### config.mk
export PLATFORM = sky130hd
export DESIGN_NAME = pc_gen
export DESIGN_NICKNAME = d
export VERILOG_FILES = /design/src/rtl/pc_gen.sv
export SDC_FILE = /design/constraint.sdc
export NUM_CORES = 1
export LEC_CHECK = 0
export BUFFER_PORTS_ARGS = -buffer_cell sky130_fd_sc_hd__buf_2
export CAP_MARGIN = 0
export CORE_ASPECT_RATIO = 0.75
export CORE_MARGIN = 2
export CORE_UTILIZATION = 40
export CTS_BUF_LIST = sky130_fd_sc_hd__clkbuf_2 sky130_fd_sc_hd__clkbuf_4 sky130_fd_sc_hd__clkbuf_8
export DETAILED_ROUTE_END_ITERATION = 10
export PLACE_DENSITY = 0.68
export SKIP_LAST_GASP = 1
export SYNTH_ARGS = -nofsm -noshare
export SYNTH_HDL_FRONTEND = slang
export SYNTH_SLANG_ARGS = --single-unit
### constraint.sdc
create_clock -name clk -period 9.9 [get_ports clk]
set_input_delay 0.495 -clock clk [delete_from_list [all_inputs] [get_ports clk]]
set_output_delay 0.495 -clock clk [all_outputs]
set_load 0.02 [all_outputs]
### src/rtl/pc_gen.sv
// Fetch program-counter generator: holds the fetch PC, steps it on accepted fetches, applies redirects.
// Latency: a redirect shows up on pc_out one cycle later; a redirect raised under stall is buffered until stall drops.
// Backpressure: fetch_valid drops while stalled or pending; the PC only advances on fetch_valid & fetch_ready.
module pc_gen #(
    parameter int              XLEN       = 64,
    parameter logic [XLEN-1:0] RESET_ADDR = XLEN'('h80000000),
    parameter bit              C_EXT      = 1'b0
) (
    input  logic            clk,
    input  logic            rst,
    input  logic [2:0]      pc_op,
    input  logic            branch_taken,
    input  logic [XLEN-1:0] rs1_data,
    input  logic [XLEN-1:0] imm_data,
    input  logic [XLEN-1:0] trap_vec,
    input  logic [XLEN-1:0] mepc,
    input  logic            stall,
    input  logic            fetch_ready,
    input  logic            is_rvc,
    output logic            fetch_valid,
    output logic [XLEN-1:0] pc_out,
    output logic            misalign,
    output logic [XLEN-1:0] misalign_addr
);
    localparam logic [2:0] OP_BRANCH = 3'd1;
    localparam logic [2:0] OP_JAL    = 3'd2;
    localparam logic [2:0] OP_JALR   = 3'd3;
    localparam logic [2:0] OP_TRAP   = 3'd4;
    localparam logic [2:0] OP_MRET   = 3'd5;

    localparam logic [XLEN-1:0] CLR_BIT0  = {{(XLEN-1){1'b1}}, 1'b0};
    localparam logic [XLEN-1:0] CLR_BIT10 = {{(XLEN-2){1'b1}}, 2'b00};

    typedef enum logic [1:0] {BOOT, RUN, PEND} state_t;

    state_t          state;
    logic [XLEN-1:0] pend_tgt;
    logic            pend_trap;

    logic [XLEN-1:0] tgt;
    logic [XLEN-1:0] step;
    logic            redir;
    logic            redir_trap;
    logic            tgt_mis;
    logic            take;
    logic            wins_pend;

    always_comb begin
        tgt        = '0;
        redir      = 1'b0;
        redir_trap = 1'b0;
        case (pc_op)
            OP_BRANCH: begin
                tgt   = pc_out + imm_data;
                redir = branch_taken;
            end
            OP_JAL: begin
                tgt   = pc_out + imm_data;
                redir = 1'b1;
            end
            OP_JALR: begin
                tgt   = (rs1_data + imm_data) & CLR_BIT0;
                redir = 1'b1;
            end
            OP_TRAP: begin
                tgt        = trap_vec & CLR_BIT10;
                redir      = 1'b1;
                redir_trap = 1'b1;
            end
            OP_MRET: begin
                tgt        = mepc;
                redir      = 1'b1;
                redir_trap = 1'b1;
            end
            default: ;
        endcase
    end

    // Trap/mret targets come from CSRs that are already legal, so they bypass the alignment check.
    assign tgt_mis     = redir && !redir_trap && (tgt[0] || (!C_EXT && tgt[1]));
    assign take        = redir && !tgt_mis;
    assign wins_pend   = take && (redir_trap || !pend_trap);
    assign step        = (C_EXT && is_rvc) ? XLEN'(2) : XLEN'(4);
    assign fetch_valid = (state == RUN) && !stall;

    always_ff @(posedge clk or posedge rst) begin
        if (rst) begin
            state         <= BOOT;
            pc_out        <= RESET_ADDR;
            pend_tgt      <= '0;
            pend_trap     <= 1'b0;
            misalign      <= 1'b0;
            misalign_addr <= '0;
        end else begin
            misalign <= 1'b0;
            if (state != BOOT && tgt_mis) begin
                misalign      <= 1'b1;
                misalign_addr <= tgt;
            end
            case (state)
                BOOT: state <= RUN;
                RUN: begin
                    if (!stall) begin
                        if (take)
                            pc_out <= tgt;
                        else if (fetch_valid && fetch_ready && !tgt_mis)
                            pc_out <= pc_out + step;
                    end else if (take) begin
                        pend_tgt  <= tgt;
                        pend_trap <= redir_trap;
                        state     <= PEND;
                    end
                end
                PEND: begin
                    // A buffered trap/mret can only be displaced by another trap/mret.
                    if (stall) begin
                        if (wins_pend) begin
                            pend_tgt  <= tgt;
                            pend_trap <= redir_trap;
                        end
                    end else begin
                        pc_out    <= wins_pend ? tgt : pend_tgt;
                        pend_trap <= 1'b0;
                        state     <= RUN;
                    end
                end
                default: state <= BOOT;
            endcase
        end
    end
endmodule
==> reports/summary.md <==
For the post-layout net count, the log shows 3,132. The first routing iteration left 2,518 violations. After clock tree synthesis, the flow added hold-fix buffers numbering 0. The tools report the count of endpoints failing hold in the final timing report as 0. For this design, the sink count on the clock tree is 196.

The period utilization was 0.511. The part of the power in registers is 0.275, and the detailed-router iteration count before antenna repair is 8. After floorplanning, the core was divided into 69 placement rows. The total leakage power was 0.00984 uW; the number of library cell types mapped by synthesis was 87.

Dividing the detail-routed wire length by the instance count gives 25.4 um. Among all flip-flop cells after synthesis, the most frequent one is sky130_fd_sc_hd__dfrtp_1. Synthesis handed over a netlist of 2,453 instances. Summed over all layers, the global routing overflow is 0. The top-area cell type share of the netlist area is 0.256, and the clock-pin slew of the registers on the worst-case setup and hold paths is 0.12 ns. The logs give 198 MHz for the fmax and 0.336 for the global-route usage over all layers.

The worst setup path is launched from a flip-flop. By startpoint and endpoint, the worst setup path is classified as flip-flop to flip-flop. Walking the worst path, the cells encountered are ha_1 -> inv_1 -> fa_1 -> mux2i_1 -> a2bb2oi_1 -> a2bb2oi_2 -> a211oi_1 -> o31ai_1 -> and3_1 -> buf_4 -> nand2_1 -> nor2_1 -> a22oi_1 -> o21ai_0 -> a21o_1. The worst setup path is captured at a flip-flop. The share of layout cells above drive strength 1 was 0.202; the count of yosys warnings during synthesis was 0. Data arrival time of the worst path: 5.49 ns. The estimated wirelength of the detail-placed design is 69,100 um, and the total of buffers placed on input and output ports is 391. The overall power of the completed layout is 5930 uW, and the share of total power consumed by net switching is 0.550.

The clock root buffer was sky130_fd_sc_hd__clkbuf_8. The die covers 49,300 um2. Number of flops mapped to enable cells by yosys: 0. IR analysis of the VDD net gives a maximum drop of 0.204 mV. The flow ran to the end, and the final reports show no timing, DRC or antenna violations. In this run the standard cell core region covers 47,100 um2. In this run, CTS created clock tree buffers numbering 17. Yosys attributes the largest share of cell area to sky130_fd_sc_hd__dfrtp_1 26%, sky130_fd_sc_hd__ha_1 8.5%, sky130_fd_sc_hd__a21oi_1 7.4%.

The number of resized instances in the post-cts repair step came out at 0. The final core area utilization was 0.463; the share of flip-flops with an asynchronous set or reset after synthesis was 1.00. The run gives 0.641 as the combinational cell fraction of total power.

Adding up every negative setup slack in the final design gives 0 ns. Data on the critical path is required at its endpoint by 10.33 ns. sky130_fd_sc_hd__a21oi_1 is the most common cell in the netlist.

Number of placed instances, taps included: 3,355. The logs give 0 for the count of final max-slew check failures and 21,600 for the via count. The via count of the first global-routing pass is 19,400, and the maximum single-stage delay on the critical path is 1.04 ns. The slew at the pin with the worst max-slew slack was 1.35 ns; the power density relative to cell area was 272 nW/um2.

The worst relative slew slack is 0.0983, and the number of levels the H-tree was split into is 4. The tools report the synthesized net count as 2,850. Dividing the detail-routed via count by the number of cells gives 6.36. For the max-capacitance violation count, the log shows 0. TritonCTS built the clock tree.

In the routed design, unresolved DRC markers number 0. The logs give 125,000 um for the wire length of the first global-routing pass and 19,000 um2 for the synthesized area. Wires add up to 86,000 um. Summed over all nets, the switching power comes to 3270 uW.

Sorting the synthesized cells by how often they occur yields 283 x sky130_fd_sc_hd__a21oi_1, 262 x sky130_fd_sc_hd__nand2_1, 217 x sky130_fd_sc_hd__o21ai_0. The initial antenna violation count is 7. Synthesis inferred 196 register bits. The cell with the largest stage delay on the worst path is sky130_fd_sc_hd__nor2_1. The clock arrives with 0.0219 ns of skew. After synthesis, the mean cell area works out to 7.76 um2. Setup repair after global routing left no endpoint under its margin. The die extent in y was 193 um; the final-layout fill cell count was 4,756. The count of pins on the block boundary is 395, and the number of buffers between clock root and the deepest sink is 2. The die is 256 um wide. Clock latency on the worst-skew pair, taken at its later pin, is 0.50 ns.

The maximum number of pins on one net before global-route repair was 134; the final period demand of the worst path was 5.06 ns. The initial core utilization is 0.404, and the maximum net fanout on the critical path is 34. The min-delay analysis places its worst path in the category primary input to asynchronous set/reset pin. Setup violations remaining at the end of the flow were counted as 0.

In this run the remaining antenna-violating nets after routing total 0. The sequential cell area fraction in the yosys report was 0.258. For the internal power, the log shows 2670 uW. The logs give 1.03 for the placer congestion estimate and 0.084 for the clock network fraction of design power.

The area growth from synthesis to layout is 14.6%. Summed over all instances, the cell type with the most area after synthesis is sky130_fd_sc_hd__dfrtp_1. The number of setup buffers added after CTS is 0.

Once layout is complete, the cells apart from fillers number 3,392.
==> cells in the final DEF (no fill, tap or decap), types with 14 or more instances in the layout <==
cell                         n
sky130_fd_sc_hd__a211oi_1   32
sky130_fd_sc_hd__nor2b_1    14
sky130_fd_sc_hd__inv_1      55
sky130_fd_sc_hd__buf_4      26
sky130_fd_sc_hd__o21a_1     26
sky130_fd_sc_hd__nand2_1   261
sky130_fd_sc_hd__nand4_1    60
sky130_fd_sc_hd__and3_1     28
sky130_fd_sc_hd__o21bai_1   29
sky130_fd_sc_hd__a21o_1     66
sky130_fd_sc_hd__o22ai_1    15
sky130_fd_sc_hd__a31oi_1    31
sky130_fd_sc_hd__ha_1      130
sky130_fd_sc_hd__nor3_1     41
sky130_fd_sc_hd__a222oi_1   31
sky130_fd_sc_hd__xnor2_1    82
sky130_fd_sc_hd__buf_2     391
sky130_fd_sc_hd__xor2_1     51
sky130_fd_sc_hd__nand2b_1   24
sky130_fd_sc_hd__clkbuf_8   17
sky130_fd_sc_hd__o21ai_0   217
sky130_fd_sc_hd__a22oi_1    31
sky130_fd_sc_hd__nand3_1    61
sky130_fd_sc_hd__or3_1      16
sky130_fd_sc_hd__o211ai_1   22
sky130_fd_sc_hd__a21oi_1   282
sky130_fd_sc_hd__dfrtp_1   195
sky130_fd_sc_hd__a221oi_1   14
sky130_fd_sc_hd__mux2_2     68
sky130_fd_sc_hd__nor2_1    200
==> kinds of logic after synthesis <==
logic type               synth area share
buffers and inverters              0.0427
AO/OA/AOI/OAI                       0.318
AND/OR/NAND/NOR                     0.185
adder cells (fa/ha/maj)            0.0876
flip-flops                          0.258
multiplexers                       0.0477
XOR/XNOR                           0.0612
==> worst max-delay path, delay by kind of cell (launching register included) <==
family | cells | cell delay (ns)
compound gates | 7 | 1.56
simple gates | 3 | 1.70
mux | 1 | 0.07
fa+ha+maj | 2 | 0.73
flops | 1 | 0.48
buf+inv | 2 | 0.43
==> per-stage QoR <==
step | hold WS [ns] | setup WS (ns) | area (um2)
after floorplan | 0.441 | 4.07 | 19000
after global placement | 0.454 | 4.70 | 21400
after detailed placement | 0.462 | 4.59 | 21400
after CTS | 0.233 | 5.00 | 21800
after global routing | 0.278 | 4.56 | 21800
final | 0.173 | 4.84 | 21800
==> metal layers <==
layer | GRT usage | wire length (um)
met1 | 0.498 | 38800
met2 | 0.469 | 34100
met3 | 0.102 | 11400
met4 | 0.0794 | 1670
met5 | 0 | 13
==> area by class of cell <==
cell class	count	area, um2	share of cell area
Antenna cell	6	15.0	0.000689
Clock inverter	14	118	0.00539
Tap cell	639	800	0.0367
Clock buffer	17	234	0.0107
Inverter	56	218	0.00999
Sequential cell	196	4910	0.225
Timing Repair Buffer	417	2150	0.0987
Multi-Input combinational cell	2047	13400	0.613
==> final timing paths <==
kind / cells after the start / slack, ns / from / endpoint
worst max-delay path: 15 / 4.84 / pc_out[0] / pc_out[55]
worst min-delay path: 2 / 0.17 / rst / misalign_addr[51]
worst max register to register: 15 / 4.84 / pc_out[0] / pc_out[55]
worst min register to register: 2 / 0.49 / pend_tgt[17] / pend_tgt[17]
max in group asynchronous: 3 / 8.28 / rst / pc_out[4]
min in group clk: 3 / 0.33 / stall / state[1]
==> power by group through the flow <==
stage          Combinational [uW]  Clock [uW]  Sequential (uW)
2_1_floorplan                2280           0             1700
3_3_place_gp                 3660           0             1600
3_5_place_dp                 3700           0             1610
4_1_cts                      3720         507             1600
5_1_grt                      4110         538             1660
6_report                     3810         497             1630
==> flip-flops by register name (all words and copies together), names as in the netlist <==
signal and cells:
misalign 1, misalign_addr 64, pc_out 64, pend_tgt 64, pend_trap 1, state 2
(Power assumes the default switching activity.)
